## config.mk

```make
export PLATFORM = sky130hd
export DESIGN_NAME = mux_scan_sel_flat
export DESIGN_NICKNAME = d
export VERILOG_FILES = /design/src/rtl/mux_scan_sel_if.sv /design/src/rtl/mux_scan_sel.sv /design/src/flat_wrapper.sv
export SDC_FILE = /design/constraint.sdc
export NUM_CORES = 1
export LEC_CHECK = 0
export BUFFER_PORTS_ARGS = -buffer_cell sky130_fd_sc_hd__buf_2
export CAP_MARGIN = 25
export CORE_MARGIN = 2
export CORE_UTILIZATION = 55
export DETAILED_ROUTE_END_ITERATION = 10
export GPL_TIMING_DRIVEN = 1
export PLACE_DENSITY = 0.81
export SETUP_SLACK_MARGIN = 0.3
export SKIP_CTS_REPAIR_TIMING = 1
export SYNTH_ARGS = -nofsm -noshare
export SYNTH_HDL_FRONTEND = slang
export SYNTH_SLANG_ARGS = --single-unit
```

## constraint.sdc

```tcl
create_clock -name clk -period 4.3 [get_ports clk]
set_clock_uncertainty 0.05 [all_clocks]
set_input_delay 0.43 -clock clk [delete_from_list [all_inputs] [get_ports clk]]
set_output_delay 0.43 -clock clk [all_outputs]
set_load 0.05 [all_outputs]
```

## src/rtl/mux_scan_sel_if.sv

```systemverilog
// Bundles the selector's switch inputs, channel data and LED-side outputs.
`timescale 1ns/1ps
interface mux_scan_sel_if #(
    parameter int NR_CH = 4,
    parameter int DW    = 2,
    parameter int SELW  = $clog2(NR_CH)
);
    logic                mode;
    logic                hold;
    logic [SELW-1:0]     sel_in;
    logic [NR_CH*DW-1:0] data_in;
    logic [DW-1:0]       dflt;
    logic [DW-1:0]       dout;
    logic [SELW-1:0]     sel_out;
    logic                upd;

    modport master (
        output mode, hold, sel_in, data_in, dflt,
        input  dout, sel_out, upd
    );

    modport slave (
        input  mode, hold, sel_in, data_in, dflt,
        output dout, sel_out, upd
    );
endinterface

```

## src/rtl/mux_scan_sel.sv

```systemverilog
// Channel selector for the LED bus: debounced manual select or
// prescaled auto-scan, with a default value for out-of-range selects.
`timescale 1ns/1ps
module mux_scan_sel #(
    parameter int NR_CH     = 4,
    parameter int DW        = 2,
    parameter int SELW      = $clog2(NR_CH),
    parameter int SCAN_DIV  = 16,
    parameter int DB_CYCLES = 4
) (
    input logic          clk,
    input logic          rst_n,
    mux_scan_sel_if.slave bus
);
    localparam int PW = $clog2(SCAN_DIV);
    localparam int CW = $clog2(DB_CYCLES + 1);
    localparam logic [PW-1:0]   PSC_TC = PW'(SCAN_DIV - 1);
    localparam logic [CW-1:0]   DB_N   = CW'(DB_CYCLES);
    localparam logic [SELW-1:0] LAST   = SELW'(NR_CH - 1);

    logic [SELW-1:0] smp;
    logic [SELW-1:0] sel_stable;
    logic [CW-1:0]   cnt;
    logic [CW-1:0]   cnt_nxt;
    logic            mode_q;
    logic            mode_chg;
    logic            tick;
    logic [PW-1:0]   psc;
    logic [SELW-1:0] sel_out;
    logic [SELW-1:0] sel_q;
    logic [DW-1:0]   dmux;
    logic [DW-1:0]   dout;
    logic            upd;

    always_comb begin
        cnt_nxt = cnt;
        if (bus.sel_in != smp)
            cnt_nxt = CW'(1);
        else if (cnt < DB_N)
            cnt_nxt = cnt + 1'b1;
    end

    // stable updates on the cycle the run length reaches DB_CYCLES
    always_ff @(posedge clk or negedge rst_n) begin
        if (!rst_n) begin
            smp        <= '0;
            cnt        <= '0;
            sel_stable <= '0;
        end else begin
            smp <= bus.sel_in;
            cnt <= cnt_nxt;
            if (cnt_nxt == DB_N)
                sel_stable <= bus.sel_in;
        end
    end

    assign mode_chg = bus.mode != mode_q;
    assign tick     = (psc == PSC_TC) && !bus.hold && !mode_chg;

    always_ff @(posedge clk or negedge rst_n) begin
        if (!rst_n) begin
            mode_q  <= 1'b0;
            psc     <= '0;
            sel_out <= '0;
        end else begin
            mode_q <= bus.mode;
            if (mode_chg)
                psc <= '0;
            else if (bus.mode && !bus.hold)
                psc <= (psc == PSC_TC) ? '0 : psc + 1'b1;
            if (!bus.mode)
                sel_out <= sel_stable;
            else if (tick)
                sel_out <= (sel_out >= LAST) ? '0 : sel_out + 1'b1;
        end
    end

    always_comb begin
        dmux = bus.dflt;
        for (int k = 0; k < NR_CH; k++)
            if (sel_out == SELW'(k))
                dmux = bus.data_in[k*DW +: DW];
    end

    always_ff @(posedge clk or negedge rst_n) begin
        if (!rst_n) begin
            sel_q <= '0;
            dout  <= '0;
            upd   <= 1'b0;
        end else begin
            sel_q <= sel_out;
            dout  <= dmux;
            upd   <= sel_out != sel_q;
        end
    end

    assign bus.sel_out = sel_out;
    assign bus.dout    = dout;
    assign bus.upd     = upd;
endmodule

```

## src/flat_wrapper.sv

```systemverilog
// flat-port wrapper written by rule: the top's interface ports become plain ports
module mux_scan_sel_flat 
#(
    parameter int NR_CH     = 4,
    parameter int DW        = 2,
    parameter int SELW      = $clog2(NR_CH),
    parameter int SCAN_DIV  = 16,
    parameter int DB_CYCLES = 4
)
  (clk, rst_n, bus_mode, bus_hold, bus_sel_in, bus_data_in, bus_dflt, bus_dout, bus_sel_out, bus_upd);
  mux_scan_sel_if #(.NR_CH(NR_CH), .DW(DW), .SELW(SELW)) bus_i ();
  input logic clk;
  input logic rst_n;
  input wire logic [$bits(bus_i.mode)-1:0] bus_mode;
  input wire logic [$bits(bus_i.hold)-1:0] bus_hold;
  input wire logic [$bits(bus_i.sel_in)-1:0] bus_sel_in;
  input wire logic [$bits(bus_i.data_in)-1:0] bus_data_in;
  input wire logic [$bits(bus_i.dflt)-1:0] bus_dflt;
  output wire logic [$bits(bus_i.dout)-1:0] bus_dout;
  output wire logic [$bits(bus_i.sel_out)-1:0] bus_sel_out;
  output wire logic [$bits(bus_i.upd)-1:0] bus_upd;
  assign bus_i.mode = bus_mode;
  assign bus_i.hold = bus_hold;
  assign bus_i.sel_in = bus_sel_in;
  assign bus_i.data_in = bus_data_in;
  assign bus_i.dflt = bus_dflt;
  assign bus_dout = bus_i.dout;
  assign bus_sel_out = bus_i.sel_out;
  assign bus_upd = bus_i.upd;
  mux_scan_sel #(.NR_CH(NR_CH), .DW(DW), .SELW(SELW), .SCAN_DIV(SCAN_DIV), .DB_CYCLES(DB_CYCLES)) u_core (.clk(clk), .rst_n(rst_n), .bus(bus_i));
endmodule
```

======== After elaboration in Yosys (flattened, before gate mapping) ========
Cells that the tools add are included.
storage, ports and cells
  logic and storage cells ................. 42
  output and inout port bits .............. 5
  flip-flop bits (word level) ............. 19
  input port bits ......................... 16
operators by class
  magnitude comparators ................... 2
  eq/ne operators ......................... 9
  $add $sub $neg .......................... 3
  muxes and demuxes ....................... 12
  reduce and logical (&&, ||, !) cells .... 7
operator list
  kind                                                                      number
  2-bit 2-to-1 mux                                                          7
  4-bit 2-to-1 mux                                                          3
  3-bit 2-to-1 mux                                                          2
  4-bit by 1-bit adder with 4-bit output (second input constant)            1
  2-bit equality test (second input constant)                               2
  4-bit equality test (second input constant)                               1
  2-bit inequality test                                                     2
  3-bit by 1-bit adder with 3-bit output (second input constant)            1
  3-bit equality test (second input constant)                               1
  1-bit logical AND                                                         3
  3-bit less-than comparator (second input constant)                        1
  2-bit by 1-bit adder with 2-bit output (second input constant)            1
  2-bit by 1-bit equality test with 1-bit output (second input constant)    1
  2-bit >= comparator (second input constant)                               1
  1-bit zero test                                                           2
  2-bit zero test                                                           1
  2-bit by 1-bit inequality test with 1-bit output (second input constant)  1
  2-bit nonzero test                                                        1
  1-bit inequality test                                                     1

======== Logic depth before layout (Yosys ltp) ========
  word-level depth ........................ 5
  gate-level depth with buffers ........... 5

======== Worst setup path before layout ========
Ideal clock, no wire load.
  path kind ............................... flip-flop to flip-flop
  start ................................... reg u_core.sel_out[0] (netlist: u_core.bus.sel_out[0])
  end ..................................... reg u_core.dout[0] (netlist: u_core.bus.dout[0])
  path buffers ............................ 0
  arrival ................................. 1.535 ns
  library setup time ...................... 0.126 ns
  path slack .............................. 2.590 ns
  stages on the path, launching flop included .. 6
  period minus slack after synthesis ...... 1.710 ns
  cells stage by stage .................... dfrtp_1 -> inv_1 -> ha_1 -> mux2_2 -> o21ai_0 -> a21oi_1
between the ends
  word-level cells in the longest chain between the ends .. 5
ends and longest elaborated chain
  what                           RTL line            source
  start, declared                mux_scan_sel.sv:29  logic [SELW-1:0] sel_out;
  start signal, assigned         mux_scan_sel.sv:72  sel_out <= sel_stable;
  start signal, assigned         mux_scan_sel.sv:74  sel_out <= (sel_out >= LAST) ? '0 : sel_out + 1'b1;
  2-bit zero test                mux_scan_sel.sv:81  if (sel_out == SELW'(k))
  2-bit 2-to-1 mux (3 in a row)  mux_scan_sel.sv:81
  2-bit 2-to-1 mux *             mux_scan_sel.sv:81
  named net u_core.dmux[0]       mux_scan_sel.sv:31  logic [DW-1:0] dmux;
  end signal, assigned           mux_scan_sel.sv:92  dout <= dmux;
  end, declared                  mux_scan_sel.sv:32  logic [DW-1:0] dout;
Mark *: on every way through the listed nets, which the timed path passes. The rest lies on a longest branch.
A chain may end at the register's enable or synchronous reset.

======== Final worst setup path ========
  start ................................... reg u_core.cnt[0]
  end ..................................... reg u_core.sel_stable[1]
between the ends
  word-level cells in the longest chain between the ends .. 4
ends and longest elaborated chain
  what                                                                                  RTL line                                source
  start, declared                                                                       mux_scan_sel.sv:23                      logic [CW-1:0] cnt;
  start signal, assigned                                                                mux_scan_sel.sv:51                      cnt <= cnt_nxt;
  3-bit by 1-bit adder with 3-bit output or 3-bit less-than comparator (tied branches)  mux_scan_sel.sv:40, mux_scan_sel.sv:39
  3-bit 2-to-1 mux *                                                                    mux_scan_sel.sv:39                      else if (cnt < DB_N)
  3-bit 2-to-1 mux *                                                                    mux_scan_sel.sv:37                      if (bus.sel_in != smp)
  3-bit equality test *                                                                 mux_scan_sel.sv:52                      if (cnt_nxt == DB_N)
  end signal, assigned                                                                  mux_scan_sel.sv:53                      sel_stable <= bus.sel_in;
  end, declared                                                                         mux_scan_sel.sv:22                      logic [SELW-1:0] sel_stable;
Mark *: on every way between the ends. The rest lies on a longest branch, timed or not.

==> flow_summary.json <==
{
  "p_leak_nw": 0.511,
  "fin_nets": 134,
  "area.sequential_um2": 475,
  "grt_usage_pct": 19.0,
  "slowest_stage": "dfrtp_1",
  "cp.required_ns": 4.44,
  "setup_slack_ns": 2.55,
  "ios": 21,
  "route.detailed.drc": 0,
  "yosysMostFrequentCell": "dfrtp_1",
  "irDropWorstVdd_v": 0.000256,
  "ant_nets": 0,
  "synth_cell_types": 20,
  "cts_max_level": 1,
  "r2r_end": "u_core.sel_stable[1]",
  "worst_slew_pin_slew_ns": 0.407,
  "synthesis.area_um2": 925,
  "rsz0062_at_grt": "no",
  "endpoint_kind": "flip-flop",
  "fp.dieH_um": 45,
  "cts_sinks": 19,
  "grt_pass1_wl_mm": 2.78,
  "holdWs_ns": -0.00559,
  "slowest_delay_ns": 0.44,
  "async_reset_ff_share_pct": 100,
  "path_class": "reg -> reg",
  "setup_tns_ns": 0,
  "drive_above_1_share_pct": 27.9,
  "grt_start_max_net_pins": 20,
  "start_util_pct": 60.0,
  "maxSlewHeadroom_pct": 72.8,
  "max_freq_mhz": 570,
  "layout_min_cycle_time_ns": 1.75,
  "synth_ff_type": "dfrtp_1",
  "cts_tree": "built",
  "yosysTopAreaCell": "dfrtp_1",
  "dieArea_um2": 2030,
  "multi_input_area_um2": 434,
  "clk_pin_slew_ns": 0.11,
  "timing.rr.start": "u_core.cnt[0]",
  "max_cap_violations": 0,
  "cellPowerDensity_nw_per_um2": 496,
  "avgRoutedWirePerCell_um": 12.7,
  "clk_latency_ns": 0.29,
  "critical_path.max_fanout": 4,
  "cp.arrival_ns": 1.90,
  "ys_warn_count": 0,
  "clk_path_buf_depth": 2,
  "fin_crit_sh_pct": 40.8,
  "cp_cell_sequence": "ha_1 > nor3b_1 > a21oi_1 > nor3_1 > mux2_2",
  "rows": 14,
  "wl_mm": 1.62,
  "status": "complete, but fails checks",
  "grt_pass1_vias": 694,
  "port_buffers": 20,
  "synthCells": 87,
  "finalSetupViolCount": 0,
  "viasPerCell": 5.35,
  "synth_edf_count": 0,
  "hold_class": "in -> async",
  "syn_avg_cell_area_um2": 10.6,
  "ys_ff_latch": 19,
  "root_buffer": "clkbuf_4",
  "nFillCells": 123,
  "dr_total_vias": 679,
  "hpwlAfterDp_mm": 1.21,
  "die_w_um": 45,
  "synth_top_area_share_pct": 51.4,
  "ys_seq_area_share_pct": 51.4,
  "final_hold_viol_count": 12,
  "grt_antenna_before_repair": 0,
  "drv_slew": 0,
  "ff2ff_path_depth": 5,
  "syn_to_final_growth_pct": 16.2,
  "fp.coreArea_um2": 1540,
  "place_congestion": 0.766,
  "drtPass1Iterations": 4,
  "dpl_worst_slack_ns": 2.57,
  "synth_area_leaders": "dfrtp_1 (51%), ha_1 (8.1%), a21oi_1 (5.4%)",
  "cp_num_buf_inv": 0,
  "cts-buffers-inserted": 3,
  "fin_util_pct": 69.7,
  "path_delay_family": "flip-flops",
  "synth_nets": 109,
  "startpoint_type": "flip-flop",
  "synth_commonest_cells": "dfrtp_1 (19), a21oi_1 (10), nand2_1 (8)",
  "grt.overflow.total": 0,
  "drtIter0Drc": 7,
  "violations": "negative hold slack",
  "antennaDiodeCount": 0,
  "r2r_slack_ns": 2.55
}
## power by group
part           internal (mW)  leakage, nW  switching (mW)
sequential             0.217        0.233          0.0283
clock                 0.0353       0.0139          0.0558
combinational         0.0696        0.264           0.128
## area by class of cell
class                      count  area share [%]
sequential                    19            44.2
multi-input combinational     64            40.4
timing repair buffer          20            9.31
clock buffer                   3            2.10
tap                           16            1.86
inverter                       4            1.40
clock inverter                 1           0.698
## how the worst max path moves through the flow
stage	slack (ns)	to	cells past startpoint	startpoint
3_3_place_gp	2.60	u_core.sel_stable[1]	5	u_core.cnt[0]
2_1_floorplan	2.59	u_core.bus.dout[0]	5	u_core.bus.sel_out[0]
5_1_grt	2.42	u_core.sel_stable[1]	5	u_core.cnt[0]
4_1_cts	2.52	u_core.sel_stable[1]	5	u_core.cnt[0]
3_5_place_dp	2.57	u_core.sel_stable[1]	5	u_core.cnt[0]
6_report	2.55	u_core.sel_stable[1]	5	u_core.cnt[0]
## kinds of logic (layout without fill, tap and decap cells)
family                   after synthesis  in the layout  share of synthesized area (%)
adder cells (fa/ha/maj)                6              6                           8.12
buffers and inverters                  4             28                           1.62
multiplexers                           7              7                           8.12
AO/OA/AOI/OAI                         18             18                           10.3
XOR/XNOR                               6              6                           5.68
flip-flops                            19             19                           51.4
AND/OR/NAND/NOR                       27             27                           14.7
## registers in the layout, summed over array words and instances (netlist names)
signal / cells
u_core.sel_stable: 2
u_core.bus.dout: 2
u_core.psc: 4
u_core.mode_q: 1
u_core.cnt: 3
u_core.bus.sel_out: 2
u_core.bus.upd: 1
u_core.sel_q: 2
u_core.smp: 2
## layout by cell type, fill, tap and decap left out, drive strengths merged
cell type	netlist	layout
nor3	2	2
buf	0	20
mux2	4	4
xnor2	5	5
nand2	8	8
nor2b	3	3
a21oi	10	10
a31oi	1	1
clkbuf	0	3
or3	1	1
xor2	1	1
nor3b	2	2
nor2	7	7
o21ai	6	6
clkinvlp	0	1
mux2i	3	3
inv	4	4
nand4	1	1
a21o	1	1
nand3	3	3
dfrtp	19	19
ha	6	6
## routing by layer
metal / part of all wire, % / up-vias / track usage (%)
li1: - / 348 / -
met1: 44 / 315 / 22.3
met2: 51 / 14 / 35.1
met3: 4.3 / 2 / 2.40
met4: 0.62 / 0 / 7.06
met5: 0 / - / 0
## stage by stage
| stage | instance area, µm² | power, mW | hold slack, ns | std cells |
|---|---|---|---|---|
| after floorplan | 925 | 0.394 | 0.0844 | 87 |
| after global placement | 1040 | 0.438 | 0.336 | 123 |
| after detailed placement | 1040 | 0.448 | 0.335 | 123 |
| after CTS | 1070 | 0.542 | -0.00482 | 127 |
| after global routing | 1070 | 0.569 | 0.0126 | 127 |
| final | 1070 | 0.534 | -0.00559 | 127 |
(Power assumes the default switching activity.)
